## src/rtl/em4100_pkg.sv

```systemverilog
// em4100_pkg
// Shared constants and types for the EM4100 transmit encoder.
//   FRAME_BITS  : bits in one EM4100 frame
//   HEADER_BITS : leading 1s that open every frame
//   DATA_ROWS   : nibble rows, each followed by its row parity bit
//   ID_BITS     : width of the tag ID
//   state_t     : transmit FSM states
package em4100_pkg;

  localparam int FRAME_BITS  = 64;
  localparam int HEADER_BITS = 9;
  localparam int DATA_ROWS   = 10;
  localparam int ID_BITS     = 40;

  typedef enum logic {
    IDLE,
    SEND
  } state_t;

endpackage

```

## src/rtl/em4100_frame_builder.sv

```systemverilog
// em4100_frame_builder
// Purely combinational assembly of the 64-bit EM4100 frame from a 40-bit ID.
// Ports:
//   id    : tag ID, id[39] is the first data bit on air
//   frame : assembled frame; frame[63] is transmitted first, frame[0] last
module em4100_frame_builder
  import em4100_pkg::*;
(
  input  logic [ID_BITS-1:0]    id,
  output logic [FRAME_BITS-1:0] frame
);

  logic [3:0] nib;
  logic [3:0] colpar;

  // Frame layout from the top down: header of 1s, ten nibble rows each
  // followed by even row parity, the column parity nibble, then the stop bit
  // left at 0 by the default. Column parity is the running XOR of all nibbles,
  // so its MSB naturally pairs with the nibble MSBs and is sent first.
  always_comb begin
    frame  = '0;
    nib    = '0;
    colpar = '0;
    frame[FRAME_BITS-1 -: HEADER_BITS] = '1;
    for (int r = 0; r < DATA_ROWS; r++) begin
      nib = id[ID_BITS-1-4*r -: 4];
      frame[FRAME_BITS-1-HEADER_BITS-5*r -: 4] = nib;
      frame[FRAME_BITS-1-HEADER_BITS-5*r-4]    = ^nib;
      colpar = colpar ^ nib;
    end
    frame[FRAME_BITS-1-HEADER_BITS-5*DATA_ROWS -: 4] = colpar;
  end

endmodule

```

## src/rtl/em4100.sv

```systemverilog
// em4100
// EM4100 transmit encoder: latches a tag ID at each frame start and streams
// the Manchester-encoded 64-bit frame, repeating while tx stays high.
// Ports:
//   clk  : system clock, rising edge
//   rst  : asynchronous active-high reset, aborts any frame in flight
//   tx   : transmit enable, only looked at on frame boundaries
//   data : 40-bit tag ID, captured at frame start
//   q    : registered Manchester output (first half ~bit, second half bit)
module em4100
  import em4100_pkg::*;
#(
  parameter int HALF_BIT_CYCLES = 1
) (
  input  logic               clk,
  input  logic               rst,
  input  logic               tx,
  input  logic [ID_BITS-1:0] data,
  output logic               q
);

  localparam int CW = (HALF_BIT_CYCLES > 1) ? $clog2(HALF_BIT_CYCLES) : 1;
  localparam logic [CW-1:0] LAST_CNT = CW'(HALF_BIT_CYCLES - 1);
  localparam logic [5:0]    LAST_BIT = 6'(FRAME_BITS - 1);

  state_t                state, state_n;
  logic [5:0]            bit_idx, bit_idx_n;
  logic                  half, half_n;
  logic [CW-1:0]         cnt, cnt_n;
  logic                  load;
  logic                  q_n;
  logic                  cur_bit;
  logic [FRAME_BITS-1:0] frame_reg;
  logic [FRAME_BITS-1:0] built;

  em4100_frame_builder u_builder (
    .id    (data),
    .frame (built)
  );

  assign cur_bit = frame_reg[LAST_BIT - bit_idx];

  // State, counters, frame register and output register. q is registered
  // from the current position, so it trails the counters by one cycle: the
  // first half-bit appears one edge after the frame is latched, and the
  // final half-bit is still held for the edge on which the FSM decides to
  // restart or go idle.
  always_ff @(posedge clk or posedge rst) begin
    if (rst) begin
      state     <= IDLE;
      bit_idx   <= '0;
      half      <= 1'b0;
      cnt       <= '0;
      q         <= 1'b0;
      frame_reg <= '0;
    end else begin
      state   <= state_n;
      bit_idx <= bit_idx_n;
      half    <= half_n;
      cnt     <= cnt_n;
      q       <= q_n;
      if (load) begin
        frame_reg <= built;
      end
    end
  end

  // Next-state logic. The cycle counter paces each half-bit; on the last
  // cycle of the second half of the stop bit, tx decides between reloading
  // a fresh frame with no gap or dropping back to IDLE. A frame is never
  // cut short by tx going low.
  always_comb begin
    state_n   = state;
    bit_idx_n = bit_idx;
    half_n    = half;
    cnt_n     = cnt;
    load      = 1'b0;
    q_n       = 1'b0;
    case (state)
      IDLE: begin
        if (tx) begin
          state_n   = SEND;
          bit_idx_n = '0;
          half_n    = 1'b0;
          cnt_n     = '0;
          load      = 1'b1;
        end
      end
      SEND: begin
        q_n = half ? cur_bit : ~cur_bit;
        if (cnt == LAST_CNT) begin
          cnt_n = '0;
          if (!half) begin
            half_n = 1'b1;
          end else begin
            half_n = 1'b0;
            if (bit_idx == LAST_BIT) begin
              bit_idx_n = '0;
              if (tx) begin
                load = 1'b1;
              end else begin
                state_n = IDLE;
              end
            end else begin
              bit_idx_n = bit_idx + 6'd1;
            end
          end
        end else begin
          cnt_n = cnt + CW'(1);
        end
      end
      default: begin
        state_n = IDLE;
      end
    endcase
  end

endmodule

```

## config.mk

```make
export PLATFORM = sky130hd
export DESIGN_NAME = em4100
export DESIGN_NICKNAME = d
export VERILOG_FILES = /design/src/rtl/em4100_pkg.sv /design/src/rtl/em4100_frame_builder.sv /design/src/rtl/em4100.sv
export SDC_FILE = /design/constraint.sdc
export NUM_CORES = 1
export LEC_CHECK = 0
export CORE_MARGIN = 10
export CORE_UTILIZATION = 38
export DETAILED_ROUTE_END_ITERATION = 12
export PLACE_DENSITY = 0.62
export SKIP_LAST_GASP = 1
export SYNTH_ARGS = -nofsm -noshare
export SYNTH_HDL_FRONTEND = slang
export SYNTH_SLANG_ARGS = --single-unit
```

## constraint.sdc

```tcl
create_clock -name clk -period 6 [get_ports clk]
set_clock_uncertainty 0.1 [all_clocks]
set_input_delay 1.2 -clock clk [delete_from_list [all_inputs] [get_ports clk]]
set_output_delay 1.2 -clock clk [all_outputs]
set_load 0.01 [all_outputs]
```

==> Yosys cells after proc, flatten, opt, wreduce, memory -nomap -nowiden <==
Index checks and enable logic that the tools add are counted.
W data, S select, Z words.
{ "op_classes": {"n_reduce_logical": 12, "bitwise": 11, "eq_ne": 4, "addsub": 3, "order_cmp": 1, "muxes": 24} }
{ "ops": {"columns": ["operator", "count"], "rows": [
  ["$reduce_xor A4 Y1", 10],
  ["$xor A4 B4 Y4", 9],
  ["$mux W6", 4],
  ["$mux W1", 14],
  ["$pmux W6 S2", 1],
  ["$pmux W1 S2", 4],
  ["$lt A6 B7 Y1 const B", 1],
  ["$add A6 B1 Y6 const B", 1],
  ["$bmux W1 S6", 1],
  ["$eq A6 B6 Y1 const B", 1],
  ["$sub A6 B6 Y6 const A", 1],
  ["$ne A2 B2 Y1 const B", 2],
  ["$reduce_and A3 Y1", 1],
  ["$ne A2 B1 Y1 const B", 1],
  ["$not A1 Y1", 2],
  ["$reduce_and A2 Y1", 1],
  ["$add A1 B1 Y1 const B", 1]
]} }
{ "word_totals": {"reg_bits": 65} }

==> Logic depth before layout (Yosys ltp) <==
Gate-level depths: netlist (run 1).
{ "depth": {"word_depth": 9, "depth_mapped": 9} }

==> Modules after synthesis <==
From an unflattened synthesis (run 1), not the netlist that was laid out.
{ "unflattened": {"cells_unflattened": 355, "area_unflattened_um2": 4408.0} }
{ "by_module_without_submodules": {"columns": ["mod", "area_per_inst_um2", "n_inst", "cells_per_inst"], "rows": [
  ["em4100", 3397.0, 1, 241],
  ["em4100_frame_builder", 1011.0, 1, 114]
]} }

==> Least setup slack after synthesis (run 1) <==
Ideal clock, no wire load.
{ "synth_path": {"kind": "input port to flip-flop", "from": "in tx", "to": "reg frame_reg[22]", "cell_stages": 3, "arrival_time_ns": 1.920, "path_buffers": 1, "setup_ns": 0.128, "path_slack_ns": 3.853, "path_cell_list": "nand2_1 -> clkbuf_1 -> mux2_1"} }
{ "synth_via": {"elab_chain_cells": 5} }
{ "synth_rtl": {"columns": ["item", "line", "rtl"], "rows": [
  ["start: declaration", "em4100.sv:17", "input logic tx,"],
  ["$mux W1 *", "em4100.sv:81, em4100.sv:99", null],
  ["$mux W1", "em4100.sv:97", "if (bit_idx == LAST_BIT) begin"],
  ["$mux W1", "em4100.sv:93", "if (!half) begin"],
  ["$mux W1", "em4100.sv:91", "if (cnt == LAST_CNT) begin"],
  ["$pmux W1 S2 *", "em4100.sv:79", "case (state)"],
  ["end signal: assignment", "em4100.sv:63", "frame_reg <= built;"],
  ["end: declaration", "em4100.sv:33", "logic [FRAME_BITS-1:0] frame_reg;"]
]} }
Mark *: on every way between the ends. The rest lies on a longest branch, timed or not.
A chain may end at the register's enable or synchronous reset.

==> Worst setup path after layout (run 1) <==
{ "layout_path": {"from": "reg bit_idx[0]", "to": "reg frame_reg[36]"} }
{ "layout_via": {"elab_chain_cells": 5} }
{ "layout_rtl": {"columns": ["item", "line", "rtl"], "rows": [
  ["start: declaration", "em4100.sv:27", "logic [5:0] bit_idx, bit_idx_n;"],
  ["start signal: assignment", "em4100.sv:58", "bit_idx <= bit_idx_n;"],
  ["$eq A6 B6 Y1", "em4100.sv:97", null],
  ["$mux W1", "em4100.sv:97", null],
  ["$mux W1", "em4100.sv:93", null],
  ["$mux W1", "em4100.sv:91", null],
  ["$pmux W1 S2", "em4100.sv:79", null]
]} }
Every way passes these cells.

==> metrics.txt, run 1 <==
CP max stage delay=0.77 ns; Min Clock Period, post-route=2.90 ns; Final Hold Slack=0.387 ns; pwr/cell area=358 nW/um^2; PostCTS Resize Cnt=0; placed cell area=4070 um^2; via/cell ratio=5.10; routed vias=2345; Unique masters post-synth=35; sequential standard cell area=1600 um^2; Placed Cells=444; crit-path cells=buf_4, ha_1, nand4_1, o21ai_1, nand2_2, buf_4, mux2_1; clock slew at reported path FFs=0.07 ns; post-synthesis sequential area ratio=44.8%; CP required=6.12 ns; critical path type=flop to flop; yosys warns=0; Slowest-stage cell, CP=dfrtp_1; # fillers=838; Syn Nets=348; area of the multi-input gates=1870 um^2; grt ovf=0; Initial Utilization=38.9%; CP Data Arrival Time=3.03 ns; H-Tree Depth=3; HPWL Detailed=5640 um; Max Cap Violations=0; die height=117 um; Critical Path Source Type=flop; Worst-Margin Slew=0.804 ns; total power=1.55 mW; CTS root buffer=clkbuf_8; Boundary Pins=44; synthesized area=3580 um^2; GPL Wtd Cong=0.767; Placeable Area=9200 um^2; Die ar.=13700 um^2; Hold-fix buffers, CTS=0; fin crit share=48.4%; Post-Synthesis Cells=304; nets=388; Max-slew headroom=46.4%; Final setup violation count=0; Initial DRT Pass Iterations=4; RSZ-0062 raised after global routing=false; FF+latch count, synth=64; Area growth, synth to finish=20.7%; commonest cells after routing, fill and taps aside=67 x xnor2_1, 64 x dfrtp_1, 43 x clkdlybuf4s50_1; CTS tree=done; max FFs per register=55; global-route wire length before repair=13100 um; Worst Setup Slack, final=3.10 ns; final hold violations=0; vias in the first global route=2631; IR drop worst, VDD=0.000191 V; Ant. Diodes=0; Post-Layout Cell Count=460; die width=117 um; routed length per placed instance=16.5 um; Syn Area/Cell=11.8 um^2; status=completed; Fmax=0.344 GHz; post-CTS setup buffer count=0; CP Capture Type=flop; GR Util All Layers=12.3%; Longest Clk Path Bufs=2; Num CTS Buffers=9; worst-path fanout max=69; leakage=1.76 nW; initial DRC count=95; most common cell after layout, fill and taps aside=xnor2_1; post-route setup TNS=0 ns; DRC=0; initial antenna violation count=0; Final Slew Violations=0; CP delay by family, top=flip-flops; worst path bufs/invs=2; HP Class=flop to flop; antenna-violating nets left=0; CTS Sinks=64; Crit path top cell by count=buf_4; largest net degree at the start of global routing=70; Post-Place Worst Slack=2.92 ns; Design Area, Final=4320 um^2; layout cells sized above 1=9.46%; buffers added on ports=43; Skew-Pair Late Insertion Delay=0.34 ns; WL final=7610 um; # rows=35; utilization after layout=46.9%
-- final timing paths --
path	start	to	slack [ns]	depth (start not counted)
min in group asynchronous	rst	frame_reg[28]	1.32	3
min	frame_reg[20]	frame_reg[20]	0.39	2
max	bit_idx[0]	frame_reg[36]	3.10	7
max reg2reg	bit_idx[0]	frame_reg[36]	3.10	7
max in group asynchronous	rst	q	3.97	3
min reg2reg	frame_reg[20]	frame_reg[20]	0.39	2
-- synthesized netlist by cell type (all sizes together) --
library cell  instances  share of area (%)
o22ai                 1               0.17
clkbuf                4               0.42
dfrtp                64                 45
mux4                  9                5.8
or2                   1               0.17
nor2                  2               0.21
xor2                  1               0.24
nand2b                7                1.2
and3                  2               0.35
a21oi                 4               0.56
o21ai                20                2.8
a22oi                 1               0.35
buf                  13                2.3
ha                    1               0.35
o211ai                3               0.63
nand3b                1               0.21
nand2                30                3.1
o221ai                1               0.24
mux2i                12                3.4
o2111ai               3               0.91
nor2b                 1               0.17
nand4                 2               0.35
xnor2                67                 16
nand3                 7               0.98
inv                   3               0.31
o31ai                 2               0.42
a21boi                1               0.21
mux2                 41                 13
-- report_power, final --
group          internal, mW  leakage (nW)  total, mW  switching, mW
clock network         0.276         0.119      0.451          0.175
logic                 0.265         0.857      0.465          0.200
registers             0.509         0.788      0.630          0.121
-- per-layer routing --
layer / vias up / global-route usage (%) / share of wire [%]
met5: - / 0 / 0
met4: 0 / 5.19 / 1.4
met3: 9 / 2.19 / 3.0
met2: 41 / 19.3 / 49
met1: 1166 / 16.2 / 47
li1: 1129 / - / -
-- cell type report --
type / count / area share [%]
clock buffers: 9 / 2.87
clock inverters: 7 / 2.78
inverters: 3 / 0.261
multi-input cells: 220 / 43.3
flip-flops and latches: 64 / 37.1
well taps: 111 / 3.22
repair buffers: 46 / 10.5
-- worst reg2reg max path, stage by stage (launching register included) --
cell and delay (ns):
dfrtp_1 0.77, buf_4 0.37, ha_1 0.24, nand4_1 0.16, o21ai_1 0.25, nand2_2 0.06
buf_4 0.35, mux2_1 0.48
-- cell families after synthesis --
kind of cell               Yosys count  share of synthesized area [%]
xor gates and xnor gates            68                           16.6
DFF                                 64                           44.8
muxes                               62                           22.0
and+or+nand+nor                     53                           6.82
AOI/OAI and AO/OA                   36                           6.30
buffers and inverters               20                           3.08
adders and majority gates            1                          0.350
Note: power is estimated with default switching activity, not from simulation.
==> run 2, diff against run 1 <==
==> constraint.sdc (replaced) <==
create_clock -name clk -period 2.9 [get_ports clk]
set_clock_uncertainty 0.1 [all_clocks]
set_input_delay 0.58 -clock clk [delete_from_list [all_inputs] [get_ports clk]]
set_output_delay 0.58 -clock clk [all_outputs]
set_load 0.01 [all_outputs]
==> run 2 against run 1 <==
  * Global-route usage is 0.19 points higher
  * Final cell count increased by 0.65%
  * Clock-buffer cell count grew 1
  * Critical path depth decreased by 1
  * Power increased by 100%
  * Utilization rose by 0.15 points
  * Wire length up 2.0%
  * Flip-flop and latch count stayed put
==> metrics.txt, run 2 (synthesized netlist as in run 1, its figures left out) <==
status=completed; HPWL Detailed=5770 um; HP Class=flop to flop; share of power burned in registers=37.7%; Final setup violation count=0; worst-path fanout max=12; CTS Sinks=64; GR Util All Layers=12.4%; layout cells sized above 1=10.2%; PostCTS Resize Cnt=0; IR drop worst, VDD=0.000264 V; switching share of power=33.9%; R2R depth=6; sequential standard cell area=1600 um^2; Logic pwr share=36.3%; Fmax=0.445 GHz; largest net degree at the start of global routing=65; Slowest-stage cell, CP=mux4_1; Area growth, synth to finish=21.1%; most common cell after layout, fill and taps aside=xnor2_1; routed length per placed instance=16.8 um; WL final=7760 um; Hold Path End=frame_reg[5]; H-Tree Depth=3; initial antenna violation count=0; grt ovf=0; Worst-Margin Slew=0.405 ns; CP max stage delay=0.58 ns; Sw Pwr=1.06 mW; Critical R2R Launch=bit_idx[0]; Critical Path Source Type=flop; worst path bufs/invs=1; final hold violations=0; CTS root buffer=clkbuf_8; CP required=3.07 ns; die width=117 um; Crit path top cell by count=mux2i_1; post-CTS setup buffer count=0; utilization after layout=47.1%; Hold-fix buffers, CTS=0; die height=117 um; Internal Power=2.06 mW; total power=3.12 mW; Min Clock Period, post-route=2.25 ns; Skew-Pair Late Insertion Delay=0.35 ns; antenna-violating nets left=0; DRC=0; initial DRC count=112; Hold Path Origin=frame_reg[5]; vias in the first global route=2578; nets=391; leakage=1.78 nW; RSZ-0062 raised after global routing=false; CTS tree=done; CP Data Arrival Time=2.42 ns; Placeable Area=9200 um^2; # fillers=838; Die ar.=13700 um^2; Boundary Pins=44; Max-slew headroom=73.0%; routed vias=2370; global-route wire length before repair=13100 um; post-route setup TNS=0 ns; max FFs per register=55; fin crit share=77.4%; Crit. path cell count=6; clock slew at reported path FFs=0.09 ns; Final Slew Violations=0; commonest cells after routing, fill and taps aside=67 x xnor2_1, 64 x dfrtp_1, 43 x clkdlybuf4s50_1; critical path type=flop to flop; Max Cap Violations=0; pwr/cell area=722 nW/um^2; Initial Utilization=38.9%; CP Capture Type=flop; Longest Clk Path Bufs=2; CP delay by family, top=multiplexers; crit-path cells=buf_4, mux4_1, mux2i_1, o221ai_1, a22oi_2, mux2i_1; buffers added on ports=43; area of the multi-input gates=1870 um^2; Initial DRT Pass Iterations=4; Register-to-Register Setup Slack=0.65 ns; hold-critical path depth=2; Ant. Diodes=0; GPL Wtd Cong=0.781; clock power share=26.0%; Num CTS Buffers=9; # rows=35; via/cell ratio=5.12; RR Endpoint=q
[run 2: changes by cell type in the layout (fill, tap and decap cells not counted), sizes merged]
cell / before / now
buf: 3 / 6
bufinv: 3 / 1
clkinv: 3 / 0
inv: 3 / 7
clkbuf: 9 / 10
[run 2: per-stage QoR]
| stage | worst slack (ns) | area, um^2 | hold WS [ns] | instances |
|---|---|---|---|---|
| after floorplan | 0.622 | 3580 | 0.350 | 304 |
| after global placement | 0.565 | 4120 | 0.363 | 447 |
| after detailed placement | 0.538 | 4120 | 0.371 | 447 |
| after CTS | 0.639 | 4330 | 0.390 | 463 |
| after global routing | 0.529 | 4330 | 0.409 | 463 |
| final | 0.654 | 4330 | 0.387 | 463 |
[run 2: worst max path at each step]
stage | end | from
6_report | q | bit_idx[0]
5_1_grt | q | bit_idx[0]
4_1_cts | q | bit_idx[0]
3_5_place_dp | frame_reg[13] | tx
3_3_place_gp | frame_reg[12] | tx
2_1_floorplan | bit_idx[0] | rst
[run 2: power groups by stage]
stage | logic, mW | clock network (mW) | registers, mW
final | 1.14 | 0.811 | 1.18
after global routing | 1.25 | 0.873 | 1.20
after CTS | 1.16 | 0.827 | 1.18
after detailed placement | 1.15 | 0 | 1.19
after global placement | 1.13 | 0 | 1.19
after floorplan | 0.901 | 0 | 1.14
[run 2: layout make-up]
cell class / count / share of cell area, %
well taps: 111 / 3.21
multi-input cells: 220 / 43.1
repair buffers: 49 / 11.6
clock inverters: 6 / 1.68
inverters: 3 / 0.260
clock buffers: 10 / 3.18
flip-flops and latches: 64 / 37.0
[run 2: worst register-to-register path, delay by kind of cell (launching register included)]
family,cells,cell delay [ns]
multiplexers,3,1.04
AO/OA/AOI/OAI,2,0.37
buffers and inverters,1,0.27
flip-flops,1,0.38
[run 2: routing by layer]
layer / routed length (um) / vias up / part of all wire (%) / track usage, %
li1: - / 1137 / - / -
met1: 3550 / 1184 / 46 / 15.0
met2: 3820 / 40 / 49 / 20.5
met3: 266 / 9 / 3.4 / 3.52
met4: 124 / 0 / 1.6 / 4.94
met5: 0 / - / 0 / 0
==> run 3, diff against run 2 <==
--- a/config.mk
+++ b/config.mk
@@ -8,7 +8,7 @@
 export CORE_MARGIN = 10
 export CORE_UTILIZATION = 38
 export DETAILED_ROUTE_END_ITERATION = 12
-export PLACE_DENSITY = 0.62
+export PLACE_DENSITY = 0.64
 export SKIP_LAST_GASP = 1
 export SYNTH_ARGS = -nofsm -noshare
 export SYNTH_HDL_FRONTEND = slang
==> constraint.sdc (replaced) <==
create_clock -name clk -period 1.9 [get_ports clk]
set_clock_uncertainty 0.1 [all_clocks]
set_input_delay 0.38 -clock clk [delete_from_list [all_inputs] [get_ports clk]]
set_output_delay 0.38 -clock clk [all_outputs]
set_load 0.01 [all_outputs]
==> run 3 against run 2 <==
  * The flow now finishes with violations (setup timing)
  * Clock-buffer cell count is the same
  * Utilization rose by 5.4 points
  * Worst setup slack worse by 0.77 ns
==> metrics.txt, run 3 (synthesized netlist as in run 1, its figures left out) <==
status=finished, violations left; failing checks=setup timing; Max-slew headroom=76.4%; RSZ-0062 raised after global routing=true; Final Slew Violations=0; Boundary Pins=44; commonest cells after routing, fill and taps aside=67 x xnor2_1, 63 x dfrtp_1, 50 x buf_4; Ant. Diodes=0; CTS Sinks=64; clock slew at reported path FFs=0.07 ns; CP Capture Type=flop; crit-path cells=buf_4, ha_1, nand4_1, o21ai_2, nand2_4, buf_12, mux2_1; post-route setup TNS=-3.70 ns; routed vias=2611; CP delay by family, top=flip-flops; CTS root buffer=clkbuf_8; max FFs per register=55; final hold violations=0; worst-path fanout max=17; nets=444; Worst-Margin Slew=0.353 ns; # rows=35; most common cell after layout, fill and taps aside=xnor2_1; CP required=2.04 ns; Final Hold Slack=0.360 ns; Longest Clk Path Bufs=2; total power=4.99 mW; Worst Setup Slack, final=-0.112 ns; pwr/cell area=1030 nW/um^2; Final setup violation count=53; IR drop worst, VDD=0.000498 V; antenna-violating nets left=0; via/cell ratio=5.06; Min Clock Period, post-route=2.01 ns; GPL Wtd Cong=0.872; die height=117 um; grt ovf=0; global-route wire length before repair=14300 um; worst path bufs/invs=2; routed length per placed instance=17.5 um; initial DRC count=146; HPWL Detailed=6550 um; initial antenna violation count=0; # fillers=826; Max Cap Violations=0; H-Tree Depth=3; Die ar.=13700 um^2; Critical Path Source Type=flop; HP Class=input pin to async pin; Fmax=0.497 GHz; largest net degree at the start of global routing=65; CP Data Arrival Time=2.15 ns; WL final=9040 um; leakage=2.06 nW; GR Util All Layers=13.5%; Area growth, synth to finish=35.0%; die width=117 um; CP max stage delay=0.42 ns; critical path type=flop to flop; Initial Utilization=38.9%; layout cells sized above 1=23.0%; buffers added on ports=43; Skew-Pair Late Insertion Delay=0.35 ns; Num CTS Buffers=9; fin crit share=106%; Slowest-stage cell, CP=dfrtp_2; Initial DRT Pass Iterations=4; DRC=0; utilization after layout=52.5%; CTS tree=done; vias in the first global route=2740; Placeable Area=9200 um^2
-- run 3: routing by layer --
layer	vias up	part of all wire [%]	global-route usage [%]
met5	-	0	0
met3	10	4.9	3.67
met2	53	49	21.8
met1	1296	45	17.4
li1	1252	-	-
met4	0	1.2	3.71
-- run 3: cell type report --
cell class	instances	area, um^2	share of cell area [%]
Multi-Input combinational cell	220	1890	39.1
Tap cell	111	139	2.88
Inverter	3	15.0	0.311
Clock inverter	6	43.8	0.907
Timing Repair Buffer	102	1000	20.7
Clock buffer	10	138	2.85
Sequential cell	64	1600	33.2
-- run 3: repair_timing --
item	CTS	global route
gates resized for setup	1	4
hold endpoints to repair	0	0
pin swaps	1	0
gates cloned	0	3
setup buffers	3	8
hold buffers	0	0
endpoints found under the setup margin	41	41
-- run 3: path summary, 6_finish.rpt --
kind	start	cells past startpoint	slack (ns)	to
max	bit_idx[0]	7	-0.11	frame_reg[13]
min	rst	3	0.36	frame_reg[29]
max reg2reg	bit_idx[0]	7	-0.11	frame_reg[13]
min reg2reg	frame_reg[4]	2	0.39	frame_reg[4]
max in group asynchronous	rst	3	1.04	bit_idx[0]
min in group clk	frame_reg[4]	2	0.39	frame_reg[4]
-- run 3: worst register-to-register path, delay by kind of cell, from the launching register on --
kind                     cells  cell delay, ns
AND/OR/NAND/NOR              2            0.28
AO/OA/AOI/OAI                1            0.22
buffers and inverters        2            0.36
flip-flops                   1            0.42
adder cells (fa/ha/maj)      1            0.17
multiplexers                 1            0.34
-- run 3: stage by stage --
step	cells	instance area, um^2	setup WS, ns
finish	516	4830	-0.112
global route	516	4830	-0.188
CTS	505	4650	-0.0875
detailed placement	486	4440	-0.128
global placement	486	4440	-0.115
floorplan	304	3580	0.0205
-- run 3: where the power goes --
group | internal, mW | switching, mW
Clock | 0.509 | 0.569
Sequential | 1.62 | 0.209
Combinational | 1.15 | 0.942
